### src/rtl/systolic_pkg.sv
// Shared types and constants for the systolic array tile feeder.
package systolic_pkg;

    localparam int LANE_W = 8;

    typedef enum logic [2:0] {
        IDLE,
        LOAD_W,
        CLEAR,
        STREAM,
        FLUSH,
        DONE
    } fsm_state_e;

    // Cycles needed to drain the row/column skew plus the PE pipeline.
    function automatic int flush_cycles(input int n_rows, input int n_cols, input int pipe);
        return n_rows + n_cols - 2 + pipe;
    endfunction

endpackage

### src/rtl/feeder_phase_counter.sv
// Loadable down-counter with a zero flag; times weight HOLD runs and the FLUSH drain.
module feeder_phase_counter #(
    parameter int W = 5
) (
    input  logic         clk,
    input  logic         rst,
    input  logic         load,
    input  logic [W-1:0] load_val,
    input  logic         dec,
    output logic         zero
);

    logic [W-1:0] count;

    always_ff @(posedge clk) begin
        if (rst) begin
            count <= '0;
        end else if (load) begin
            count <= load_val;
        end else if (dec && count != '0) begin
            count <= count - W'(1);
        end
    end

    assign zero = (count == '0);

endmodule

### src/rtl/systolic_feeder.sv
// Tile sequencer for the dense systolic array: weight load, accumulator clear,
// activation streaming and pipeline flush, then a one-cycle tile_done.
module systolic_feeder
    import systolic_pkg::*;
#(
    parameter int N_ROWS = 14,
    parameter int N_COLS = 14,
    parameter int PIPE   = 1,
    parameter int K_W    = 16
) (
    input  logic                       clk,
    input  logic                       rst,
    input  logic                       start,
    input  logic [K_W-1:0]             k_len,
    input  logic [N_ROWS-1:0]          row_mask,
    input  logic                       w_valid,
    output logic                       w_ready,
    input  logic [N_COLS*LANE_W-1:0]   w_data,
    input  logic                       a_valid,
    output logic                       a_ready,
    input  logic [N_ROWS*LANE_W-1:0]   a_data,
    output logic                       sa_en,
    output logic                       sa_clr,
    output logic                       sa_load_weight,
    output logic [N_ROWS-1:0]          sa_row_en,
    output logic [N_ROWS*LANE_W-1:0]   sa_a_in_flat,
    output logic [N_COLS*LANE_W-1:0]   sa_b_in_flat,
    output logic                       busy,
    output logic                       tile_done
);

    localparam int FLUSH_N = flush_cycles(N_ROWS, N_COLS, PIPE);
    localparam int PH_MAX  = (FLUSH_N > N_COLS) ? FLUSH_N : N_COLS;
    localparam int PH_W    = $clog2(PH_MAX + 1);
    localparam int ROW_W   = (N_ROWS > 1) ? $clog2(N_ROWS) : 1;

    localparam logic [ROW_W-1:0] LAST_ROW   = ROW_W'(N_ROWS - 1);
    localparam logic [PH_W-1:0]  HOLD_LOAD  = PH_W'(N_COLS - 1);
    localparam logic [PH_W-1:0]  FLUSH_LOAD = PH_W'(FLUSH_N - 1);

    fsm_state_e          state_q, state_d;
    logic                holding_q, holding_d;
    logic [ROW_W-1:0]    row_q, row_d;
    logic [K_W-1:0]      beat_q, beat_d;
    logic [K_W-1:0]      k_len_q, k_len_d;
    logic [N_ROWS-1:0]   mask_q, mask_d;

    logic                ph_load, ph_dec, ph_zero, row_done;
    logic [PH_W-1:0]     ph_load_val;

    logic                en_d, clr_d, lw_d, busy_d, done_d;
    logic [N_ROWS-1:0]   row_en_d;
    logic [N_ROWS*LANE_W-1:0] a_d;
    logic [N_COLS*LANE_W-1:0] b_d;

    logic w_hs, a_hs;

    // valid/ready: a beat transfers at a rising edge where both are high;
    // ready is decoded from state only and never looks at valid.
    assign w_ready = (state_q == LOAD_W) && !holding_q;
    assign a_ready = (state_q == STREAM) && (beat_q < k_len_q);
    assign w_hs    = w_valid && w_ready;
    assign a_hs    = a_valid && a_ready;

    feeder_phase_counter #(.W(PH_W)) u_phase (
        .clk      (clk),
        .rst      (rst),
        .load     (ph_load),
        .load_val (ph_load_val),
        .dec      (ph_dec),
        .zero     (ph_zero)
    );

    always_comb begin
        state_d     = state_q;
        holding_d   = holding_q;
        row_d       = row_q;
        beat_d      = beat_q;
        k_len_d     = k_len_q;
        mask_d      = mask_q;
        ph_load     = 1'b0;
        ph_load_val = HOLD_LOAD;
        ph_dec      = 1'b0;
        row_done    = 1'b0;
        en_d        = 1'b0;
        clr_d       = 1'b0;
        lw_d        = 1'b0;
        row_en_d    = '0;
        a_d         = '0;
        b_d         = sa_b_in_flat;
        busy_d      = 1'b0;
        done_d      = 1'b0;

        case (state_q)
            IDLE: begin
                if (start) begin
                    k_len_d   = k_len;
                    mask_d    = row_mask;
                    row_d     = '0;
                    beat_d    = '0;
                    holding_d = 1'b0;
                    state_d   = LOAD_W;
                end
            end
            LOAD_W: begin
                if (!holding_q) begin
                    if (w_hs) begin
                        b_d = w_data;
                        if (mask_q[row_q]) begin
                            holding_d = 1'b1;
                            ph_load   = 1'b1;
                        end else begin
                            row_done = 1'b1;
                        end
                    end
                end else if (ph_zero) begin
                    holding_d = 1'b0;
                    row_done  = 1'b1;
                end else begin
                    ph_dec = 1'b1;
                end
                if (row_done) begin
                    if (row_q == LAST_ROW) state_d = CLEAR;
                    else                   row_d   = row_q + ROW_W'(1);
                end
            end
            CLEAR: begin
                if (k_len_q == '0) begin
                    state_d     = FLUSH;
                    ph_load     = 1'b1;
                    ph_load_val = FLUSH_LOAD;
                end else begin
                    state_d = STREAM;
                end
            end
            STREAM: begin
                if (a_hs) begin
                    beat_d   = beat_q + K_W'(1);
                    en_d     = 1'b1;
                    row_en_d = mask_q;
                    a_d      = a_data;
                end else if (beat_q == k_len_q) begin
                    // The last beat is already on the array this cycle.
                    state_d     = FLUSH;
                    ph_load     = 1'b1;
                    ph_load_val = FLUSH_LOAD;
                end
            end
            FLUSH: begin
                if (ph_zero) state_d = DONE;
                else         ph_dec  = 1'b1;
            end
            DONE:    state_d = IDLE;
            default: state_d = IDLE;
        endcase

        // Outputs are decoded from the next state so they line up with it once registered.
        if (state_d == LOAD_W && holding_d) begin
            lw_d     = 1'b1;
            row_en_d = N_ROWS'(1) << row_d;
        end
        if (state_d == CLEAR) begin
            clr_d    = 1'b1;
            row_en_d = mask_d;
        end
        if (state_d == FLUSH) begin
            en_d     = 1'b1;
            row_en_d = mask_d;
        end
        if (state_d == DONE) begin
            done_d = 1'b1;
            b_d    = '0;
        end
        busy_d = (state_d != IDLE) && (state_d != DONE);
    end

    always_ff @(posedge clk) begin
        if (rst) begin
            state_q        <= IDLE;
            holding_q      <= 1'b0;
            row_q          <= '0;
            beat_q         <= '0;
            k_len_q        <= '0;
            mask_q         <= '0;
            sa_en          <= 1'b0;
            sa_clr         <= 1'b0;
            sa_load_weight <= 1'b0;
            sa_row_en      <= '0;
            sa_a_in_flat   <= '0;
            sa_b_in_flat   <= '0;
            busy           <= 1'b0;
            tile_done      <= 1'b0;
        end else begin
            state_q        <= state_d;
            holding_q      <= holding_d;
            row_q          <= row_d;
            beat_q         <= beat_d;
            k_len_q        <= k_len_d;
            mask_q         <= mask_d;
            sa_en          <= en_d;
            sa_clr         <= clr_d;
            sa_load_weight <= lw_d;
            sa_row_en      <= row_en_d;
            sa_a_in_flat   <= a_d;
            sa_b_in_flat   <= b_d;
            busy           <= busy_d;
            tile_done      <= done_d;
        end
    end

endmodule

### config.mk
export PLATFORM = sky130hd
export DESIGN_NAME = systolic_feeder
export DESIGN_NICKNAME = d
export VERILOG_FILES = /design/src/rtl/systolic_pkg.sv /design/src/rtl/feeder_phase_counter.sv /design/src/rtl/systolic_feeder.sv
export SDC_FILE = /design/constraint.sdc
export NUM_CORES = 1
export LEC_CHECK = 0
export BUFFER_PORTS_ARGS = -buffer_cell sky130_fd_sc_hd__buf_2
export CAP_MARGIN = 20
export CORE_AREA = 4 4 193 195
export DETAILED_ROUTE_END_ITERATION = 10
export DIE_AREA = 0 0 197 199
export PLACE_DENSITY_LB_ADDON = 0.3
export SLEW_MARGIN = 15
export SYNTH_ARGS = -nofsm -noshare
export SYNTH_HDL_FRONTEND = slang
export SYNTH_SLANG_ARGS = --single-unit
### constraint.sdc
create_clock -name clk -period 7.2 [get_ports clk]
set_input_delay 1.8 -clock clk [delete_from_list [all_inputs] [get_ports clk]]
set_output_delay 1.8 -clock clk [all_outputs]
set_load 0.01 [all_outputs]
After elaboration in Yosys (flattened, before gate mapping)
Cells that the tools add are included.
- flip-flop bits (word level): 302
- output and inout bits: 245
- word-level logic and storage cells: 111
- $add $sub $neg: 3
- magnitude comparators: 2
- eq/ne operators: 13
- shifts and indexed selects: 1
- mux-type cells: 54
- bitwise operators: 3
- reductions and logical operators: 20
- operators with widths (kind ; count):
    two-way mux 14 bit ; 7
    two-way mux 16 bit ; 2
    case mux 16 bit (2 select lines) ; 1
    two-way mux 5 bit ; 5
    two-way mux 1 bit ; 22
    two-way mux 3 bit ; 7
    adder 16 x 1 -> 16 bit (second input constant) ; 1
    equality test 16 bit ; 1
    logical NOT 16 bit ; 1
    < comparator 16 bit ; 1
    case mux 3 bit (5 select lines) ; 1
    << shifter 1 x 4 -> 14 bit (first input constant) ; 1
    two-way mux 4 bit ; 3
    case mux 5 bit (2 select lines) ; 1
    equality test 3 x 2 -> 1 bit (second input constant) ; 3
    equality test 3 bit (second input constant) ; 3
    case mux 4 bit (2 select lines) ; 1
    logical AND 1 bit ; 7
    equality test 3 x 1 -> 1 bit (second input constant) ; 2
    AND reduction 3 bit ; 2
    logical NOT 5 bit ; 1
    < comparator 4 x 5 -> 1 bit (second input constant) ; 1
    nonzero test 5 bit ; 1
    subtractor 5 x 1 -> 5 bit (second input constant) ; 1
    other kinds (15) ; 20

Logic depth before layout (Yosys ltp)
- depth in word-level cells: 13
- gate-level depth with buffers: 11
- depth with buffers taken out: 9

By module
Synthesis repeated with hierarchy kept, for this count alone.
- cells, all modules: 1219
- area total of the unflattened synthesis: 11045.6 um^2
- by module, submodules not included (module ; instances ; cells an instance ; area each (um^2) ; seq. area each (um^2)):
    systolic_feeder ; 1 ; 1182 ; 10719.0 ; 5945.7
    feeder_phase_counter ; 1 ; 37 ; 326.6 ; 100.1

Worst setup path before layout
No wires, ideal clock.
- kind: input-to-reg
- from: in start
- to: reg sa_row_en[2]
- arrival: 3.727 ns
- slack: 3.385 ns
- stages: 7
- path buffers: 0
- cells stage by stage: or3b_2 > a21oi_1 > a21oi_1 > a21boi_0 > a221o_1 > or4b_1 > a311oi_2
- cells in the longest elaborated chain, start to end: 7
- elaborated cells on any way between the ends: 16
- RTL lines (item ; line ; text):
    from (decl) ; systolic_feeder.sv:13 ; input logic start,
    two-way mux 3 bit ; systolic_feeder.sv:96 ; if (start) begin
    case mux 3 bit (5 select lines) ; systolic_feeder.sv:94 ; case (state_q)
    equality test 3 x 1 -> 1 bit ; systolic_feeder.sv:158 ; if (state_d == LOAD_W && holding_d) begin
    logical AND 1 bit ; systolic_feeder.sv:158 ;
    two-way mux 14 bit ; systolic_feeder.sv:158 ;
    two-way mux 14 bit ; systolic_feeder.sv:162 ; if (state_d == CLEAR) begin
    two-way mux 14 bit * ; systolic_feeder.sv:166 ; if (state_d == FLUSH) begin
    to (signal assigned) ; systolic_feeder.sv:203 ; sa_row_en <= row_en_d;
    to (decl) ; systolic_feeder.sv:25 ; output logic [N_ROWS-1:0] sa_row_en,
Every way passes the cells marked *; elsewhere a longest branch is shown, timed or not.
A chain may end at the register's enable or synchronous reset.

Worst setup path after layout
- from: reg k_len_q[9]
- to: out a_ready
- cells in the longest elaborated chain, start to end: 2
- RTL lines (item ; line ; text):
    from (decl) ; systolic_feeder.sv:45 ; logic [K_W-1:0] k_len_q, k_len_d;
    from (signal assigned) ; systolic_feeder.sv:198 ; k_len_q <= k_len_d;
    < comparator 16 bit ; systolic_feeder.sv:61 ; assign a_ready = (state_q == STREAM) && (beat_q < k_len_q);
    logical AND 1 bit ; systolic_feeder.sv:61 ;
    to (decl) ; systolic_feeder.sv:20 ; output logic a_ready,
No other way between the ends.

==> metrics.md <==
| Metric | Value |
|---|---|
| Outcome | completed |
| Met3 Resource Use GR | about 5% |
| Fin util | 42.33% |
| Required time worst endpoint | between 5 and 6 ns |
| Syn avg cell area | between 8 and 9 um^2 |
| Final worst path period share | 61.70% |
| Global route overflow | 0 |
| Post-synth top flop | dfxtp_1 |
| Cells after Synth | about 1200 |
| Clock latency at the later pin of the worst-skew pair | about 0.52 ns |
| Slew Viols, Final | 0 |
| Non-Filler Instances | 2183 |
| Drt drc | 0 |
| Routed length per instance | between 15 and 20 um |
| CP Class | reg -> out |
| Die Y | slightly below 200 um |
| Final Hold Fails | 0 |
| Worst setup SP type | flip-flop |
| Reg area | between 6000 and 7000 um^2 |
| HP Start | sa_b_in_flat[45] |
| Layout cells sized above 1 | between 30 and 40% |
| Hold Crit Class | reg -> reg |
| Cells on Worst Hold Path | 2 |
| Worst setup path start | k_len_q[9] |
| Setup crit end kind | output pin |
| Starting DRT DRC Count | 432 |
| Reg2reg path depth | 7 |
| Die Span X | 197 um |
| CTS tree | built |
| Post-synth EDFFs | 0 |
| Yosys warns | 0 |
| R2R Path End | sa_row_en[6] |
| Lkg Pwr | a little under 7 nW |
| Worst Clk Skew | ~0.017 ns |
| Fill count | 3572 |
| Max Clk Rate | 225.1 MHz |
| Relative slew slack | between 30% and 40% |
| Slew @ Worst Pin | just under 1 ns |
| Vias per Instance | about 4.6 |
| Distinct cells, synth | 65 |
| Ant diodes | 0 |
| Core ar. | between 30000 and 40000 um^2 |
| Maximum root-to-sink buffer count | 3 |
| Final nets | around 2000 |
| Boundary Pins | just over 500 |
| FF-to-FF Start | state_q[0] |
| R2R setup slack | around 3.6 ns |
| H-tree Lvls | 2 |
| Via Count | 9999 |
| Hold_buf cts | 0 |
| Die area | around 39000 um^2 |
| Post-Syn Area | roughly 11000 um^2 |
| Vias in the first global route | roughly 9800 |
| CTS root buffer | clkbuf_16 |
| M2 GR Usage | between 30% and 40% |
| Clk sinks | just over 300 |
| Mapped Nets | roughly 1500 |
| GP Congestion | between 0.8 and 0.9 |
| CTS Buf Count | 35 |
| Antenna violations before repair | 4 |
| Dpl cells | roughly 2100 |
| Final Critical Period | between 4 and 5 ns |
| Yosys reg bits | roughly 300 |
| Starting Density | between 30% and 40% |
| Sequential share of the synthesized area | ~55% |
| Met1 usage | between 10% and 20% |
| P&R area growth vs syn | 36.94% |
| Clock slew at reported path FFs | ~0.060 ns |
| Post-route setup TNS | 0 ns |
| First-pass DRT Iterations | 5 |
| Final setup viols | 0 |
| RSZ-0062 raised after global routing | false |
| Max Fanout on Critical Path | 3 |
| Number of max-cap violations | 0 |
| GRT Total Usage | 17.11% |
| Global-route wire length before repair | about 53000 um |
| Peak supply drop | between 0.15 and 0.2 mV |
| Multi-input gate area | 4513 um^2 |
| Port bufs | 503 |
| Worst-case hold path end point | sa_b_in_flat[45] |
| Number of core rows | a little under 70 |
| Post-CTS Setup Bufs | 0 |
| Pwr Density | between 200 and 300 nW/um^2 |
| Post-cts sizing count | 0 |
| Asr flop ratio synth | 0% |
| Antenna Nets Post-Route | 0 |
| Post-DP HPWL | ~27000 um |
| Largest net degree at the start of global routing | between 100 and 150 |
| GRT busiest layer | met2 |
| Final WL | between 30000 and 40000 um |
| Area after DPL | ~14000 um^2 |
| Final instance area | 14980 um^2 |
| Crit path DAT | roughly 2.6 ns |
## metrics by stage
step           total power [W]  hold slack, ns  setup WS [ns]
2_1_floorplan         0.001900          0.4443          3.385
3_3_place_gp          0.002032          0.4395          2.692
3_5_place_dp          0.002037          0.4430          2.728
4_1_cts               0.003869          0.4514          2.692
5_1_grt               0.003966          0.4683          2.503
6_report              0.003804          0.4480          2.758
## per-layer routing
layer / share of wire, % / vias to the layer above
met3: 8.2 / 65
met5: 0.13 / -
li1: - / 5028
met4: 2.9 / 6
met1: 38 / 4533
met2: 51 / 367
## final cells by class
cell class              instances  share of cell area [%]
flip-flops and latches        302                   40.35
multi-input cells             827                   30.12
repair buffers                511                   17.34
clock buffers                  47                   6.564
well taps                     461                   3.850
clock inverters                15                   1.278
inverters                      20                  0.5010
## logic make-up after synthesis
| kind of cell | count (synthesis) | share of synthesized area (%) |
|---|---|---|
| AOI/OAI and AO/OA | 229 | 11.94 |
| xor gates and xnor gates | 12 | 0.9606 |
| adders and majority gates | 20 | 2.287 |
| buffers and inverters | 98 | 3.888 |
| DFF | 302 | 55.25 |
| muxes | 11 | 1.246 |
| and+or+nand+nor | 555 | 24.43 |
## layout by cell type, fill, tap and decap left out, types with 6 or more instances in the layout
cell,netlist,layout
a21oi_1,171,171
a311oi_1,6,6
and2_1,124,124
and3_1,8,8
buf_2,1,503
buf_4,0,7
clkbuf_1,66,8
clkbuf_16,0,37
clkinv_2,0,6
dfxtp_1,302,302
ha_1,20,20
inv_1,20,20
mux2i_1,8,8
nand2_1,315,315
nand3_1,12,12
nand4_1,6,6
nor2_1,27,25
nor4_1,12,12
o2111ai_1,6,6
o21ai_0,13,13
o32a_1,8,8
or3_1,7,7
xor2_1,9,9
## how the worst max path moves through the flow
stage,to,cells past startpoint
5_1_grt,a_ready,7
4_1_cts,a_ready,7
6_report,a_ready,7
3_5_place_dp,sa_row_en[2],7
2_1_floorplan,sa_row_en[2],7
3_3_place_gp,sa_row_en[2],7
## state kept, by name (all words and copies together), names as in the netlist
register,cells
beat_q,16
busy,1
holding_q,1
k_len_q,16
mask_q,14
row_q,4
sa_a_in_flat,112
sa_b_in_flat,112
sa_clr,1
sa_en,1
sa_load_weight,1
sa_row_en,14
state_q,3
tile_done,1
u_phase.count,5
## worst max-delay path, stage by stage, from the launching register on
cell and delay [ns]:
dfxtp_1 0.37, inv_1 0.06, ha_1 0.29, nand4_1 0.17
nor4_1 0.43, a21boi_0 0.51, nor4_1 0.13, buf_2 0.17
## Yosys cell counts (8+ instances only)
library cell	n	area share, %
dfxtp_1	302	55
clkbuf_1	66	2.3
and3_1	8	0.46
o32a_1	8	0.73
nand3_1	12	0.55
inv_1	20	0.69
nor2_1	27	0.93
a21oi_1	171	7.8
xor2_1	9	0.72
nand2_1	315	11
mux2i_1	8	0.73
o21ai_0	13	0.59
ha_1	20	2.3
and2_1	124	7.1
nor4_1	12	0.69
## power by group
part           switching [W]  leakage [nW]  internal, W
logic               0.000151          3.91     0.000114
registers          0.0000236          2.45      0.00171
clock network       0.000698         0.572      0.00111
total               0.000873          6.93      0.00293
No activity file was read; power rests on OpenSTA's default activity.
